[config.mk]
export PLATFORM = sky130hd
export DESIGN_NAME = cpu_intr_ctrl
export DESIGN_NICKNAME = d
export VERILOG_FILES = /design/src/rtl/cpu_intr_pkg.sv /design/src/rtl/cpu_intr_gateway.sv /design/src/rtl/cpu_intr_ctrl.sv
export SDC_FILE = /design/constraint.sdc
export NUM_CORES = 1
export LEC_CHECK = 0
export CAP_MARGIN = 20
export CORE_MARGIN = 5
export CORE_UTILIZATION = 48
export CTS_BUF_LIST = sky130_fd_sc_hd__clkbuf_16
export DETAILED_ROUTE_END_ITERATION = 10
export PLACE_DENSITY = 0.77
export SYNTH_ARGS = -nofsm -noshare
export SYNTH_HDL_FRONTEND = slang
export SYNTH_HIERARCHICAL = 1
export SYNTH_SLANG_ARGS = --single-unit
[constraint.sdc]
create_clock -name clk -period 8.7 [get_ports clk]
set_clock_uncertainty 0.2 [all_clocks]
set_input_delay 0.87 -clock clk [delete_from_list [all_inputs] [get_ports clk]]
set_output_delay 0.87 -clock clk [all_outputs]
set_load 0.05 [all_outputs]
[src/rtl/cpu_intr_pkg.sv]
// Shared constants for the platform interrupt controller: default sizing and
// the register window layout.
package cpu_intr_pkg;

    localparam int DEF_SOURCES   = 8;
    localparam int DEF_PRIO_BITS = 3;
    localparam int ID_W          = $clog2(DEF_SOURCES + 1);
    localparam int PRIO_W        = DEF_PRIO_BITS;

    localparam logic [7:0] ADDR_PENDING   = 8'h80;
    localparam logic [7:0] ADDR_ENABLE    = 8'h84;
    localparam logic [7:0] ADDR_THRESHOLD = 8'h88;
    localparam logic [7:0] ADDR_CLAIM     = 8'h8C;

    // Register decode works on word indices; byte lanes are ignored.
    localparam logic [5:0] WORD_PENDING   = ADDR_PENDING[7:2];
    localparam logic [5:0] WORD_ENABLE    = ADDR_ENABLE[7:2];
    localparam logic [5:0] WORD_THRESHOLD = ADDR_THRESHOLD[7:2];
    localparam logic [5:0] WORD_CLAIM     = ADDR_CLAIM[7:2];

endpackage

[src/rtl/cpu_intr_gateway.sv]
// Per-source gateway: turns a level line into a pending flag and tracks
// whether software is currently servicing this source.
module cpu_intr_gateway (
    input  logic clk,
    input  logic rst,
    input  logic irq_i,
    input  logic claim_i,
    input  logic complete_i,
    output logic pending_o,
    output logic in_service_o
);

    logic pending_q;
    logic pending_d;
    logic in_service_q;
    logic in_service_d;

    always_comb begin
        pending_d    = pending_q;
        in_service_d = in_service_q;
        // A claim takes precedence over a line that is still asserted.
        if (claim_i) begin
            pending_d    = 1'b0;
            in_service_d = 1'b1;
        end else begin
            if (irq_i && !pending_q && !in_service_q) begin
                pending_d = 1'b1;
            end
            if (complete_i && in_service_q) begin
                in_service_d = 1'b0;
            end
        end
    end

    always_ff @(posedge clk or posedge rst) begin
        if (rst) begin
            pending_q    <= 1'b0;
            in_service_q <= 1'b0;
        end else begin
            pending_q    <= pending_d;
            in_service_q <= in_service_d;
        end
    end

    assign pending_o    = pending_q;
    assign in_service_o = in_service_q;

endmodule

[src/rtl/cpu_intr_ctrl.sv]
// Platform interrupt controller: gates, prioritises and thresholds device
// lines, exposes claim/complete registers and pulses the CSR external tick.
module cpu_intr_ctrl
    import cpu_intr_pkg::*;
#(
    parameter int SOURCES   = DEF_SOURCES,
    parameter int PRIO_BITS = DEF_PRIO_BITS
) (
    input  logic               clk,
    input  logic               rst,
    input  logic [SOURCES-1:0] src_irq,
    input  logic               sel,
    input  logic               wr,
    input  logic [7:0]         addr,
    input  logic [31:0]        data_in,
    output logic [31:0]        data_out,
    output logic               ack,
    output logic               irq,
    output logic               ext_intr_tick
);

    localparam int IDW = $clog2(SOURCES + 1);

    logic [PRIO_BITS-1:0] prio_q [1:SOURCES];
    logic [PRIO_BITS-1:0] prio_d [1:SOURCES];
    logic [SOURCES:1]     enable_q;
    logic [SOURCES:1]     enable_d;
    logic [PRIO_BITS-1:0] threshold_q;
    logic [PRIO_BITS-1:0] threshold_d;
    logic [IDW-1:0]       best_id_q;
    logic [IDW-1:0]       best_id_d;
    logic [PRIO_BITS-1:0] best_prio_d;
    logic                 irq_q;
    logic                 ack_q;
    logic [31:0]          data_out_q;
    logic [31:0]          data_out_d;
    logic [31:0]          rd_data;

    logic [SOURCES:1]     pending;
    logic [SOURCES:1]     in_service;
    logic [SOURCES:1]     claim;
    logic [SOURCES:1]     complete;
    logic [SOURCES:1]     eligible;

    logic [5:0]           word;
    logic                 rd_en;
    logic                 wr_en;
    logic                 claim_hit;
    logic                 complete_hit;
    logic                 unused_addr;

    assign word         = addr[7:2];
    assign unused_addr  = ^addr[1:0];
    assign rd_en        = sel & ~wr;
    assign wr_en        = sel & wr;
    assign claim_hit    = rd_en && (word == WORD_CLAIM) && (best_id_q != '0);
    assign complete_hit = wr_en && (word == WORD_CLAIM);

    for (genvar gi = 1; gi <= SOURCES; gi++) begin : g_src
        assign claim[gi]    = claim_hit && (best_id_q == IDW'(gi));
        // Full-width compare so out-of-range IDs never alias onto a source.
        assign complete[gi] = complete_hit && (data_in == 32'(gi));
        assign eligible[gi] = pending[gi] & enable_q[gi] & (prio_q[gi] > threshold_q);

        cpu_intr_gateway u_gateway (
            .clk          (clk),
            .rst          (rst),
            .irq_i        (src_irq[gi-1]),
            .claim_i      (claim[gi]),
            .complete_i   (complete[gi]),
            .pending_o    (pending[gi]),
            .in_service_o (in_service[gi])
        );
    end

    // Scanning from the top ID with >= lets the lowest ID win a tie.
    always_comb begin
        best_id_d   = '0;
        best_prio_d = '0;
        for (int k = SOURCES; k >= 1; k--) begin
            if (eligible[k] && (prio_q[k] >= best_prio_d)) begin
                best_id_d   = IDW'(k);
                best_prio_d = prio_q[k];
            end
        end
    end

    always_comb begin
        prio_d      = prio_q;
        enable_d    = enable_q;
        threshold_d = threshold_q;
        if (wr_en) begin
            for (int k = 1; k <= SOURCES; k++) begin
                if (word == 6'(k)) begin
                    prio_d[k] = data_in[PRIO_BITS-1:0];
                end
            end
            if (word == WORD_ENABLE) begin
                enable_d = data_in[SOURCES:1];
            end
            if (word == WORD_THRESHOLD) begin
                threshold_d = data_in[PRIO_BITS-1:0];
            end
        end
    end

    always_comb begin
        rd_data = '0;
        for (int k = 1; k <= SOURCES; k++) begin
            if (word == 6'(k)) begin
                rd_data = 32'(prio_q[k]);
            end
        end
        case (word)
            WORD_PENDING:   rd_data = 32'({pending, 1'b0});
            WORD_ENABLE:    rd_data = 32'({enable_q, 1'b0});
            WORD_THRESHOLD: rd_data = 32'(threshold_q);
            WORD_CLAIM:     rd_data = 32'(best_id_q);
            default:        ;
        endcase
        data_out_d = rd_en ? rd_data : data_out_q;
    end

    always_ff @(posedge clk or posedge rst) begin
        if (rst) begin
            for (int k = 1; k <= SOURCES; k++) begin
                prio_q[k] <= '0;
            end
            enable_q    <= '0;
            threshold_q <= '0;
            best_id_q   <= '0;
            irq_q       <= 1'b0;
            ack_q       <= 1'b0;
            data_out_q  <= '0;
        end else begin
            prio_q      <= prio_d;
            enable_q    <= enable_d;
            threshold_q <= threshold_d;
            best_id_q   <= best_id_d;
            irq_q       <= irq;
            ack_q       <= sel;
            data_out_q  <= data_out_d;
        end
    end

    assign irq           = (best_id_q != '0);
    assign ext_intr_tick = irq & ~irq_q;
    assign ack           = ack_q;
    assign data_out      = data_out_q;

endmodule

# Word-level counts from Yosys, hierarchy flattened
# Index checks and enable logic that the tools add are counted.
[totals]
register_bits = 89
latchBits = 0
ramBits = 0
rom_bits = 0
in_bits = 52
output_inout_bits = 35
word_cells = 245
mem_count = 0
[classes]
addsub = 0
n_mul = 0
div = 0
n_lt_le_gt_ge = 16
eq_ne = 28
n_shift = 0
n_mux = 56
bitwise_logic = 21
n_reduce_logical = 94
[op_table]
columns = ["cell", "n"]
rows = [
  ["32-bit 2-to-1 mux", 7],
  ["32-bit by 3-bit equality test with 1-bit output, second input constant", 4],
  ["32-bit case mux with 4 select lines", 1],
  ["32-bit by 2-bit equality test with 1-bit output, second input constant", 2],
  ["1-bit logical AND", 51],
  ["32-bit by 1-bit equality test with 1-bit output, second input constant", 1],
  ["32-bit by 4-bit equality test with 1-bit output, second input constant", 1],
  ["1-bit 2-to-1 mux", 32],
  ["4-bit 2-to-1 mux", 8],
  ["2-bit nonzero test", 16],
  ["6-bit by 3-bit equality test with 1-bit output, second input constant", 4],
  ["6-bit equality test, second input constant", 4],
  ["3-bit greater-than comparator", 8],
  ["3-bit 2-to-1 mux", 8],
  ["3-bit greater-or-equal comparator", 7],
  ["2-bit AND reduction", 10],
  ["1-bit bitwise AND", 19],
  ["4-bit by 3-bit equality test with 1-bit output, second input constant", 4],
  ["1-bit logical NOT", 16],
  ["6-bit by 2-bit equality test with 1-bit output, second input constant", 2],
  ["4-bit by 2-bit equality test with 1-bit output, second input constant", 2],
  ["6-bit by 1-bit equality test with 1-bit output, second input constant", 1],
  ["6-bit by 4-bit equality test with 1-bit output, second input constant", 1],
  ["4-bit by 1-bit equality test with 1-bit output, second input constant", 1],
  ["4 further kinds", 5],
]

# Logic depth before layout (Yosys ltp)
[logic_depth]
depth_word = 25
ltp_mapped = 49
ltp_nobuf = 49

# Cells and area by module
# Netlist, hierarchy kept.
[modules_own_cells]
columns = ["mod", "n_inst", "cells_per_inst", "area_per_inst_um2", "seq_area_each_um2"]
rows = [
  ["cpu_intr_ctrl", 1, 465, 4076.4, 1251.2],
  ["cpu_intr_gateway", 8, 8, 85.1, 50.0],
]

# Worst setup path after synthesis
# Ideal clock, no wire load.
[synth_path]
path_kind = "register -> register"
startpoint = "reg threshold_q[1]"
endpoint = "reg best_id_q[3]"
setup_time_ns = 0.101
arrival_ns = 9.184
required_time_ns = 8.399
path_slack_ns = -0.785
stages_incl_launch_ff = 47
path_buffers = 0
period_less_slack_ns = 9.485
path_cell_list = "dfrtp_1 inv_1 ha_1 a31oi_1 nand3_1 ha_1 nand2_1 o21ai_0 nand3_1 o21ai_0 ha_1 nor3b_1 nor2_1 o211ai_2 mux2_2 ha_1 nor2b_1 a31oi_1 [... 11 more ...] o221ai_1 a32oi_1 maj3_2 nand2b_4 o21ai_0 ha_1 nand2b_1 a21oi_1 nor2b_1 o221ai_1 inv_1 o311ai_2 ha_1 nand2b_1 a21o_1 a21oi_1 nor3_1 nor4_1"
[synth_via]
elab_chain_len = 25
elab_cells_between_ends = 46
classes_between = "15 x order compare; 15 x mux; 8 x bitwise; 8 x reduce/logical"
[synth_rtl]
columns = ["element", "line", "source"]
rows = [
  ["start, declared", "cpu_intr_ctrl.sv:28", "logic [PRIO_BITS-1:0] threshold_q;"],
  ["start signal, assigned", "cpu_intr_ctrl.sv:138", "threshold_q <= threshold_d;"],
  ["3-bit greater-than comparator", "cpu_intr_ctrl.sv:63", "assign eligible[gi] = pending[gi] & enable_q[gi] & (prio_q[gi] > threshold_q);"],
  ["1-bit bitwise AND", "cpu_intr_ctrl.sv:63", ""],
  ["1-bit logical AND", "cpu_intr_ctrl.sv:81", "if (eligible[k] && (prio_q[k] >= best_prio_d)) begin"],
  ["3-bit 2-to-1 mux", "cpu_intr_ctrl.sv:81", ""],
  ["3-bit greater-or-equal comparator", "cpu_intr_ctrl.sv:81", ""],
  ["1-bit logical AND", "cpu_intr_ctrl.sv:81", ""],
  ["3-bit 2-to-1 mux", "cpu_intr_ctrl.sv:81", ""],
  ["3-bit greater-or-equal comparator", "cpu_intr_ctrl.sv:81", ""],
  ["[... 10 more ...]", "-", ""],
  ["3-bit 2-to-1 mux", "cpu_intr_ctrl.sv:81", ""],
  ["3-bit greater-or-equal comparator", "cpu_intr_ctrl.sv:81", ""],
  ["1-bit logical AND", "cpu_intr_ctrl.sv:81", ""],
  ["3-bit 2-to-1 mux", "cpu_intr_ctrl.sv:81", ""],
  ["3-bit greater-or-equal comparator", "cpu_intr_ctrl.sv:81", ""],
  ["1-bit logical AND", "cpu_intr_ctrl.sv:81", ""],
  ["4-bit 2-to-1 mux *", "cpu_intr_ctrl.sv:81", ""],
  ["net best_id_d[3]", "cpu_intr_ctrl.sv:31", "logic [IDW-1:0] best_id_d;"],
  ["end signal, assigned", "cpu_intr_ctrl.sv:139", "best_id_q <= best_id_d;"],
  ["end, declared", "cpu_intr_ctrl.sv:30", "logic [IDW-1:0] best_id_q;"],
]
# Mark *: on every way through the listed nets, which the timed path passes. The rest lies on a longest branch.
# A chain may end at the register's enable or synchronous reset.

# Worst setup path after layout
[layout_path]
startpoint = "reg threshold_q[2]"
endpoint = "reg best_id_q[3]"
# Same word-level chain as after synthesis.

==> impl_metrics.tcl <==
set metrics [dict create \
    status "finished with violations" \
    violations "negative setup slack" \
    crit_start "threshold_q[2]" \
    fp-row-count 36 \
    post-route-period-util_pct 107 \
    total_power_uw 1030 \
    cp.arrival_ns 9.33 \
    synth.distinct_cells 63 \
    synthCells 529 \
    synth_edf_count 0 \
    hold_buffers 0 \
    cp_common_cell "buf_4" \
    yosysMostFrequentCell "dfrtp_1" \
    place_congestion 0.901 \
    slew_viol_final 0 \
    synth.avg_cell_area_um2 8.99 \
    path_clk_slew_ns 0.06 \
    hp-class "reg2reg" \
    async_reset_ff_share_pct 100 \
    wl_um 15500 \
    p_leak_uw 0.00315 \
    drc_errors 0 \
    clk-insertion-delay-late_ns 0.33 \
    ys_seq_elements 66 \
    tightest_slew_ns 0.890 \
    hold_viol 0 \
    yosysTopAreaCellShare_pct 34.7 \
    fin_util_pct 69.6 \
    avgViaCountPerCell 5.77 \
    vias 4695 \
    h-tree-depth 3 \
    syn_area_mm2 0.00476 \
    reg2reg_from "threshold_q[2]" \
    min_from "g_src[6].u_gateway/in_service_o" \
    die_area_mm2 0.0120 \
    fin_area_mm2 0.00677 \
    antenna_found_initial 0 \
    crit_type "reg2reg" \
    yosys.area.top_type "dfrtp_1" \
    holdPathStages 1 \
    placed_cell_area_mm2 0.00580 \
    setup_slack_ns -0.591 \
    path_max_fanout 4 \
    ys_warn_count 6 \
    avgRoutedWirePerCell_um 19.1 \
    cts.sink_count 66 \
    power_density_mw_per_mm2 152 \
    cts_tree "built" \
    ys_seq_area_share_pct 34.7 \
    die_h_um 110 \
    portBuffers 61 \
    crit_required_ns 8.74 \
    drt_first_iter_violations 352 \
    ant_nets 0 \
    rsz0062_at_grt "yes" \
    max_stage_delay_ns 0.39 \
    root_buffer "clkbuf_16" \
    antenna_cells 0 \
    critical_path.top_delay_family "buffers and inverters" \
    ys_top_cells_by_count "dfrtp_1 (66), inv_1 (49), nand2_1 (45)" \
    first_pass_iters 7 \
    first_global_vias 4850 \
    hpwl_um 10600 \
    slowest_stage "dfrtp_1" \
    start_util_pct 48.9 \
    fmax_ghz 0.108 \
    crit_cells 60 \
    nets 766 \
    cts-buffers-inserted 9 \
    r2r_cells 60 \
    fillers 735 \
    start_kind "flip-flop" \
    core_mm2 0.00973 \
    worst_setup_path_end_kind "flip-flop" \
    overflow 0 \
    drive_gt1_share_pct 30.6 \
    grt_max_degree 51 \
    grt_pass1_wl_um 23300 \
    setup-violations-final 4 \
    design.portCount 87 \
    ir_drop_mv 0.159 \
    ys.flop_type "dfrtp_1" \
    grt_usage_pct 25.5 \
    drv_cap 0 \
    clockBufferDepth 2 \
    period_needed_ns 9.29 \
    relSlewSlack_pct 39.8 \
    fp.dieW_um 110 \
    yosys-top-cells-area "dfrtp_1 (35%), ha_1 (10%), mux2_2 (6.4%)" \
    critPathBufInv 38 \
    whs_ns 0.278 \
    syn_to_final_growth_pct 42.4 \
]
per-layer routing:
layer | track usage, % | routed length, um
met4 | 11.9 | 540
met5 | 0 | 0
met3 | 5.52 | 1080
met2 | 43.9 | 7800
met1 | 30.4 | 6070
cell families (layout without fill, tap and decap cells):
logic type	after synthesis	after routing	share of synthesized area, %
buf+inv	83	212	8.36
mux	36	36	8.81
flops	66	66	34.7
fa+ha+maj	40	40	10.5
other cells	1	23	0.0788
simple gates	180	180	19.5
compound gates	123	123	18.0
where the power goes:
part / switching, uW / leakage, uW / internal [uW]
Combinational: 180 / 0.00220 / 146
Clock: 131 / 0.000144 / 218
Sequential: 26.3 / 0.000810 / 330
Total: 337 / 0.00315 / 694
final timing paths:
check,end,slack [ns]
hold reg to reg,g_src[6].u_gateway/in_service_o,0.28
setup reg to reg,best_id_q[3],-0.59
max in group asynchronous,prio_q[5],6.91
hold / removal,g_src[6].u_gateway/in_service_o,0.28
min in group asynchronous,g_src[1].u_gateway/pending_o,0.79
setup / recovery,best_id_q[3],-0.59
flip-flops by register name, indices dropped and copies added (netlist names):
name                          cells
ack                               1
enable_q                          8
threshold_q                       3
data_out                          9
irq_q                             1
g_src.u_gateway/pending_o         8
best_id_q                         4
g_src.u_gateway/in_service_o      8
prio_q                           24
layout by cell type, fill, tap and decap left out, drive strengths merged, types with 19 or more instances in the layout:
master and count:
inv 51, buf 86, mux2 27, clkdlybuf4s50 61, nor2 39, o21ai 38, dfrtp 66, a21oi 24
conb 23, nand2b 19, ha 39, nand2 45
worst reg2reg max path: cells and delay by family (launching register included):
family | cells | cell delay [ns]
buf+inv | 38 | 4.71
flops | 1 | 0.39
simple gates | 9 | 1.30
compound gates | 8 | 1.31
fa+ha+maj | 4 | 0.95
mux | 1 | 0.35
layout make-up:
| cell class | count | area (um^2) | share of cell area (%) |
|---|---|---|---|
| clock buffers | 9 | 225 | 3.33 |
| clock inverters | 7 | 62.6 | 0.924 |
| inverters | 49 | 184 | 2.72 |
| multi-input cells | 402 | 3210 | 47.3 |
| flip-flops and latches | 66 | 1650 | 24.4 |
| well taps | 133 | 166 | 2.46 |
| repair buffers | 147 | 1280 | 18.8 |
stage by stage:
stage / instances / setup WS, ns / TNS (ns)
finish: 813 / -0.591 / -2.22
global route: 813 / -0.934 / -3.46
CTS: 808 / -0.466 / -1.63
detailed placement: 744 / -0.650 / -2.58
global placement: 744 / -0.283 / -1.08
floorplan: 551 / -0.0743 / -0.198
what timing repair did:
action / 4_1_cts / 5_1_grt
setup buffers: 48 / 5
endpoints found under the setup margin: 4 / 4
pin swaps: 23 / 17
gates resized for setup: 9 / 36
(Power assumes the default switching activity.)
